<file path="src/rtl/types.sv">
// Shared types for the RV32I pipeline control slice: data word, register index,
// sequencer state and the per-stage latch control bundle.
package types;

   localparam int unsigned XLEN  = 32;
   localparam int unsigned REG_W = 5;

   typedef logic [XLEN-1:0]  rv32i_word;
   typedef logic [REG_W-1:0] reg_idx_t;

   typedef enum logic [1:0] {
      RUN    = 2'd0,
      I_DONE = 2'd1,
      D_DONE = 2'd2
   } ctrl_state_t;

   typedef struct packed {
      logic pc_load;
      logic pc_redirect_sel;
      logic ifid_load;
      logic ifid_flush;
      logic idex_load;
      logic idex_flush;
      logic exmem_load;
      logic memwb_load;
   } stage_ctrl_t;

endpackage

</file>
<file path="src/rtl/hazard_unit.sv">
// Load-use detector: the ID instruction reads a register that the EX load
// has not yet produced.
module hazard_unit
   import types::*;
(
   input  logic     id_use_rs1_i,
   input  logic     id_use_rs2_i,
   input  reg_idx_t id_rs1_i,
   input  reg_idx_t id_rs2_i,
   input  logic     ex_is_load_i,
   input  reg_idx_t ex_rd_i,
   output logic     load_use_o
);

   logic rs1_hit;
   logic rs2_hit;

   assign rs1_hit    = id_use_rs1_i && (id_rs1_i == ex_rd_i);
   assign rs2_hit    = id_use_rs2_i && (id_rs2_i == ex_rd_i);
   // x0 is never a real dependency
   assign load_use_o = ex_is_load_i && (ex_rd_i != '0) && (rs1_hit || rs2_hit);

endmodule

</file>
<file path="src/rtl/pipeline_ctrl.sv">
// Stall/flush sequencer for the 5-stage pipeline: joins the I/D cache handshakes,
// buffers the early response, and applies load-use bubbles and EX redirects.
module pipeline_ctrl
   import types::*;
(
   input  logic      clk,
   input  logic      rst,
   input  logic      imem_resp,
   input  rv32i_word imem_rdata,
   output logic      imem_read,
   input  logic      dmem_req,
   input  logic      dmem_resp,
   input  rv32i_word dmem_rdata,
   output logic      dmem_en,
   input  reg_idx_t  id_rs1,
   input  reg_idx_t  id_rs2,
   input  logic      id_use_rs1,
   input  logic      id_use_rs2,
   input  logic      ex_is_load,
   input  reg_idx_t  ex_rd,
   input  logic      ex_redirect,
   output rv32i_word inst_out,
   output rv32i_word dmem_rdata_out,
   output logic      pc_load,
   output logic      ifid_load,
   output logic      idex_load,
   output logic      exmem_load,
   output logic      memwb_load,
   output logic      pc_redirect_sel,
   output logic      ifid_flush,
   output logic      idex_flush,
   output rv32i_word stall_cnt,
   output rv32i_word flush_cnt
);

   ctrl_state_t state_q, state_d;
   rv32i_word   inst_buf_q, inst_buf_d;
   rv32i_word   dbuf_q, dbuf_d;
   rv32i_word   stall_cnt_q, stall_cnt_d;
   rv32i_word   flush_cnt_q, flush_cnt_d;

   logic        i_ok;
   logic        d_ok;
   logic        advance;
   logic        load_use;
   stage_ctrl_t ctrl;

   hazard_unit u_hazard (
      .id_use_rs1_i (id_use_rs1),
      .id_use_rs2_i (id_use_rs2),
      .id_rs1_i     (id_rs1),
      .id_rs2_i     (id_rs2),
      .ex_is_load_i (ex_is_load),
      .ex_rd_i      (ex_rd),
      .load_use_o   (load_use)
   );

   assign i_ok    = imem_resp || (state_q == I_DONE);
   assign d_ok    = !dmem_req || dmem_resp || (state_q == D_DONE);
   assign advance = i_ok && d_ok;

   always_ff @(posedge clk or posedge rst) begin
      if (rst) begin
         state_q     <= RUN;
         inst_buf_q  <= '0;
         dbuf_q      <= '0;
         stall_cnt_q <= '0;
         flush_cnt_q <= '0;
      end else begin
         state_q     <= state_d;
         inst_buf_q  <= inst_buf_d;
         dbuf_q      <= dbuf_d;
         stall_cnt_q <= stall_cnt_d;
         flush_cnt_q <= flush_cnt_d;
      end
   end

   // Next state: park whichever response arrives first until the other one lands
   always_comb begin
      state_d     = state_q;
      inst_buf_d  = inst_buf_q;
      dbuf_d      = dbuf_q;
      stall_cnt_d = stall_cnt_q;
      flush_cnt_d = flush_cnt_q;
      case (state_q)
         RUN: begin
            if (imem_resp && !d_ok) begin
               state_d    = I_DONE;
               inst_buf_d = imem_rdata;
            end else if (dmem_resp && !i_ok) begin
               state_d = D_DONE;
               dbuf_d  = dmem_rdata;
            end
         end
         I_DONE, D_DONE: begin
            if (advance) state_d = RUN;
         end
         default: state_d = RUN;
      endcase
      if (!advance) stall_cnt_d = stall_cnt_q + 32'(1);
      if (advance && ex_redirect) flush_cnt_d = flush_cnt_q + 32'(1);
   end

   // Latch controls: redirect beats load-use; everything holds on a stall or reset
   always_comb begin
      ctrl = '0;
      if (advance && !rst) begin
         ctrl.exmem_load = 1'b1;
         ctrl.memwb_load = 1'b1;
         ctrl.idex_load  = 1'b1;
         if (ex_redirect) begin
            ctrl.pc_load         = 1'b1;
            ctrl.pc_redirect_sel = 1'b1;
            ctrl.ifid_load       = 1'b1;
            ctrl.ifid_flush      = 1'b1;
            ctrl.idex_flush      = 1'b1;
         end else if (load_use) begin
            ctrl.idex_flush = 1'b1;
         end else begin
            ctrl.pc_load   = 1'b1;
            ctrl.ifid_load = 1'b1;
         end
      end
   end

   assign pc_load         = ctrl.pc_load;
   assign pc_redirect_sel = ctrl.pc_redirect_sel;
   assign ifid_load       = ctrl.ifid_load;
   assign ifid_flush      = ctrl.ifid_flush;
   assign idex_load       = ctrl.idex_load;
   assign idex_flush      = ctrl.idex_flush;
   assign exmem_load      = ctrl.exmem_load;
   assign memwb_load      = ctrl.memwb_load;

   assign imem_read = !rst && (state_q != I_DONE);
   assign dmem_en   = !rst && dmem_req && (state_q != D_DONE);

   assign inst_out       = rst ? '0 : ((state_q == I_DONE) ? inst_buf_q : imem_rdata);
   assign dmem_rdata_out = rst ? '0 : ((state_q == D_DONE) ? dbuf_q : dmem_rdata);

   assign stall_cnt = stall_cnt_q;
   assign flush_cnt = flush_cnt_q;

endmodule

</file>
<file path="config.mk">
export PLATFORM = sky130hd
export DESIGN_NAME = pipeline_ctrl
export DESIGN_NICKNAME = d
export VERILOG_FILES = /design/src/rtl/types.sv /design/src/rtl/hazard_unit.sv /design/src/rtl/pipeline_ctrl.sv
export SDC_FILE = /design/constraint.sdc
export NUM_CORES = 1
export LEC_CHECK = 0
export ABC_CLOCK_PERIOD_IN_PS = 4600
export BUFFER_PORTS_ARGS = -buffer_cell sky130_fd_sc_hd__buf_2
export CAP_MARGIN = 0
export CORE_ASPECT_RATIO = 0.6
export CORE_MARGIN = 2
export CORE_UTILIZATION = 36
export CTS_CLUSTER_SIZE = 14
export DETAILED_ROUTE_END_ITERATION = 8
export GPL_TIMING_DRIVEN = 0
export PLACE_DENSITY = 0.57
export SYNTH_ARGS = -nofsm -noshare
export SYNTH_HDL_FRONTEND = slang
export SYNTH_HIERARCHICAL = 1
export SYNTH_SLANG_ARGS = --single-unit
</file>
<file path="constraint.sdc">
create_clock -name clk -period 4.6 [get_ports clk]
set_input_delay 0.46 -clock clk [delete_from_list [all_inputs] [get_ports clk]]
set_output_delay 0.46 -clock clk [all_outputs]
set_load 0.005 [all_outputs]
</file>
==> summary.md <==
| Metric | Value |
|---|---|
| Worst setup margin | `1.47 ns` |
| Antenna violations before repair | `1` |
| Pin count of the biggest net entering global routing | `89` |
| Average wire per standard cell | `15.2 um` |
| Io pins | `226` |
| Via density | `4.67` |
| Metal-1 WL | `8340 um` |
| Synth Register Bits | `130` |
| PD cells | `524 nW/um^2` |
| Layout cells sized above 1 | `40.2%` |
| Crit path launch type | `flop` |
| Crit Path Category | `flop to output pin` |
| Overall power | `4.55 mW` |
| Layout area overhead | `32.6%` |
| HPWL Detailed | `12300 um` |
| First-pass GRT wire length | `26200 um` |
| Sequential cell area fraction in the yosys report | `49.7%` |
| Routability-driven placement congestion ratio | `0.778` |
| CTS H-Tree Depth | `4` |
| Die area | `19300 um^2` |
| Clock sink count | `130` |
| R2R setup slack | `1.88 ns` |
| Routed Antenna Nets | `0` |
| Via count | `5072` |
| Critical path endpoint | `memwb_load` |
| Reg2reg path depth | `9` |
| Tcrit/Tclk final | `68.0%` |
| Post-synth ARST share | `100%` |
| Worst-skew pair later-pin latency | `0.41 ns` |
| Die height | `108 um` |
| Highest metal used | `met5` |
| Post-placement setup slack | `1.80 ns` |
| Setup bufs post-CTS | `0` |
| Comb pwr share | `28.5%` |
| Hold Crit Class | `input port to flop` |
| Synthesized instance count | `588` |
| WL met3 | `1190 um` |
| CTS buffer count | `17` |
| Reg2Reg Launch Point | `state_q[0]` |
| Vias in the first global route | `4918` |
| Multi-input logic area | `3140 um^2` |
| Initial drt markers | `208` |
| DRT Pass-1 Iters | `4` |
| Filler cell count | `1719` |
| Rel. slew slack | `50.6%` |
| Routed wl met2 | `6820 um` |
| Crit. Startpoint | `state_q[0]` |
| Slew Viols, Final | `0` |
| Final WL | `16500 um` |
| Unique masters post-synth | `39` |
| Max capacitance violation total | `0` |
| Initial Utilization | `36.5%` |
| CP Capture Type | `output pin` |
| Residual DRC count | `0` |
| Hold Buf Count CTS | `0` |
| F_max | `320 MHz` |
| Mapped Nets | `681` |
| Clock share of power | `34.5%` |
| Post-synth top area cell | `dfrtp_1` |
| Mapped cell area | `6550 um^2` |
| Psw | `1.32 mW` |
| Reg-to-reg endpoint | `stall_cnt[18]` |
| Crit Path Max Fanout | `10` |
| Reg area | `3250 um^2` |
| Overall die width | `178 um` |
| Clk pin slew, worst setup/hold paths | `0.06 ns` |
| Min Tclk post-route | `3.13 ns` |
| Longest Clk Path Bufs | `2` |
| I/O Buffers | `224` |
| Int Pwr | `3.23 mW` |
| Post-synth EDFFs | `0` |
| Total GRT Usage | `17.4%` |
| Final Net Count | `925` |
| Crit path DAT | `2.67 ns` |
| Hold_sp | `dmem_rdata[21]` |
| Final clock skew | `0.0109 ns` |
| Sequential Power Share | `37.1%` |
| Required time of the critical path | `4.14 ns` |
| Switching portion of total power | `29.0%` |
| Placement Rows | `38` |
| CTS root buf | `clkbuf_16` |
| Yosys top cell area share | `49.7%` |
| ANT cells | `0` |
| Ys flop type | `dfrtp_1` |
| Cell leakage power | `4.23 nW` |
| CTS tree | `built` |
| Slew @ Worst Pin | `0.735 ns` |
| CORE AREA | `17900 um^2` |
| GRT overflow | `0` |
| Final hold vios | `0` |
| Largest cells by area after synthesis | `dfrtp_1, mux2_2, mux2i_1` |
| Yosys warns | `6` |
| Post-CTS resize count | `0` |
| Status | `completed` |
| Setup violations, final | `0` |
| RSZ-0062 raised after global routing | `no` |
| Synthesized area per cell | `11.1 um^2` |
| Maximum VDD drop | `0.186 mV` |
==> critical path, stage by stage (launching register included) <==
cell and delay [ns]:
dfrtp_1 0.34, inv_1 0.07, ha_1 0.19, buf_2 0.19, nor3b_4 0.44, or2_2 0.19, clkbuf_1 0.39, nor2_1 0.16
buf_4 0.17, buf_2 0.12
==> kinds of logic after synthesis <==
| kind of cell | after synthesis | share of synthesized area [%] |
|---|---|---|
| and+or+nand+nor | 205 | 15.2 |
| DFF | 130 | 49.7 |
| muxes | 129 | 21.0 |
| xor gates and xnor gates | 72 | 9.74 |
| buffers and inverters | 38 | 2.48 |
| AOI/OAI and AO/OA | 9 | 1.01 |
| adders and majority gates | 5 | 0.955 |
==> worst min-delay path by stage <==
stage / endpoint / slack, ns / depth (start not counted)
after global placement: stall_cnt[31] / 0.46 / 1
after detailed placement: stall_cnt[31] / 0.46 / 1
after global routing: inst_buf_q[12] / 0.29 / 2
after floorplan: stall_cnt[31] / 0.46 / 1
final: dbuf_q[21] / 0.30 / 2
after CTS: inst_buf_q[3] / 0.28 / 2
==> registers in the layout (all words and copies together) (netlist names) <==
signal,count
stall_cnt,32
state_q,2
inst_buf_q,32
dbuf_q,32
flush_cnt,32
==> cell type report <==
type	instances	share of cell area (%)
buffer	31	1.57
clock buffer	20	5.26
clock inverter	12	2.61
inverter	7	0.360
multi-input combinational	420	36.1
sequential	130	37.4
tap	240	3.46
timing repair buffer	225	13.2
==> stage by stage <==
stage	cells	setup TNS [ns]	hold slack [ns]	instance area, um^2	utilization (%)
after floorplan	588	0	0.465	6550	-
after global placement	1052	-204.98	0.456	7970	44.5
after detailed placement	1053	0	0.458	8010	44.7
after CTS	1085	0	0.277	8690	48.5
after global routing	1085	0	0.285	8690	48.5
final	1085	0	0.299	8690	48.5
==> layer usage <==
metal | vias to the layer above | GRT usage, %
li1 | 2515 | -
met1 | 2397 | 25.4
met2 | 144 | 25.6
met3 | 14 | 4.99
met4 | 2 | 3.51
met5 | - | 0
==> power groups by stage <==
stage	Combinational, mW	Sequential, mW	Clock (mW)
global route	1.45	1.74	1.66
finish	1.30	1.69	1.57
detailed placement	1.32	1.71	0
floorplan	0.914	1.67	0
global placement	1.30	1.70	0
CTS	1.32	1.69	1.61
==> Yosys cell counts (all sizes together) (5+ instances only) <==
cell and n:
dfrtp 130, nor2 84, mux2 65, mux2i 64, xnor2 46, nand2 34
xor2 26, nand3 25, buf 17, nand4 16, clkbuf 14, and3 11
nor3 11, inv 7, nor4 7, and4 5, ha 5
==> placed cells by master (no fill, tap or decap), types with 2 or more instances in the layout <==
cell / count
nor3_1: 11
bufinv_16: 6
a21oi_1: 2
xnor2_1: 45
mux2_2: 65
xor2_1: 26
clkbuf_16: 17
nand3_1: 25
inv_6: 3
and3_1: 11
and4_1: 5
nand2_1: 34
and2_1: 2
buf_1: 9
nor4_1: 4
ha_1: 5
buf_2: 228
buf_4: 4
inv_1: 6
mux2i_1: 64
clkbuf_8: 2
or3_1: 2
nor2_1: 83
clkinvlp_4: 2
nor2b_1: 2
clkbuf_1: 15
nand4_1: 16
dfrtp_1: 130
nor4_2: 3
Note: power is estimated with default switching activity, not from simulation.
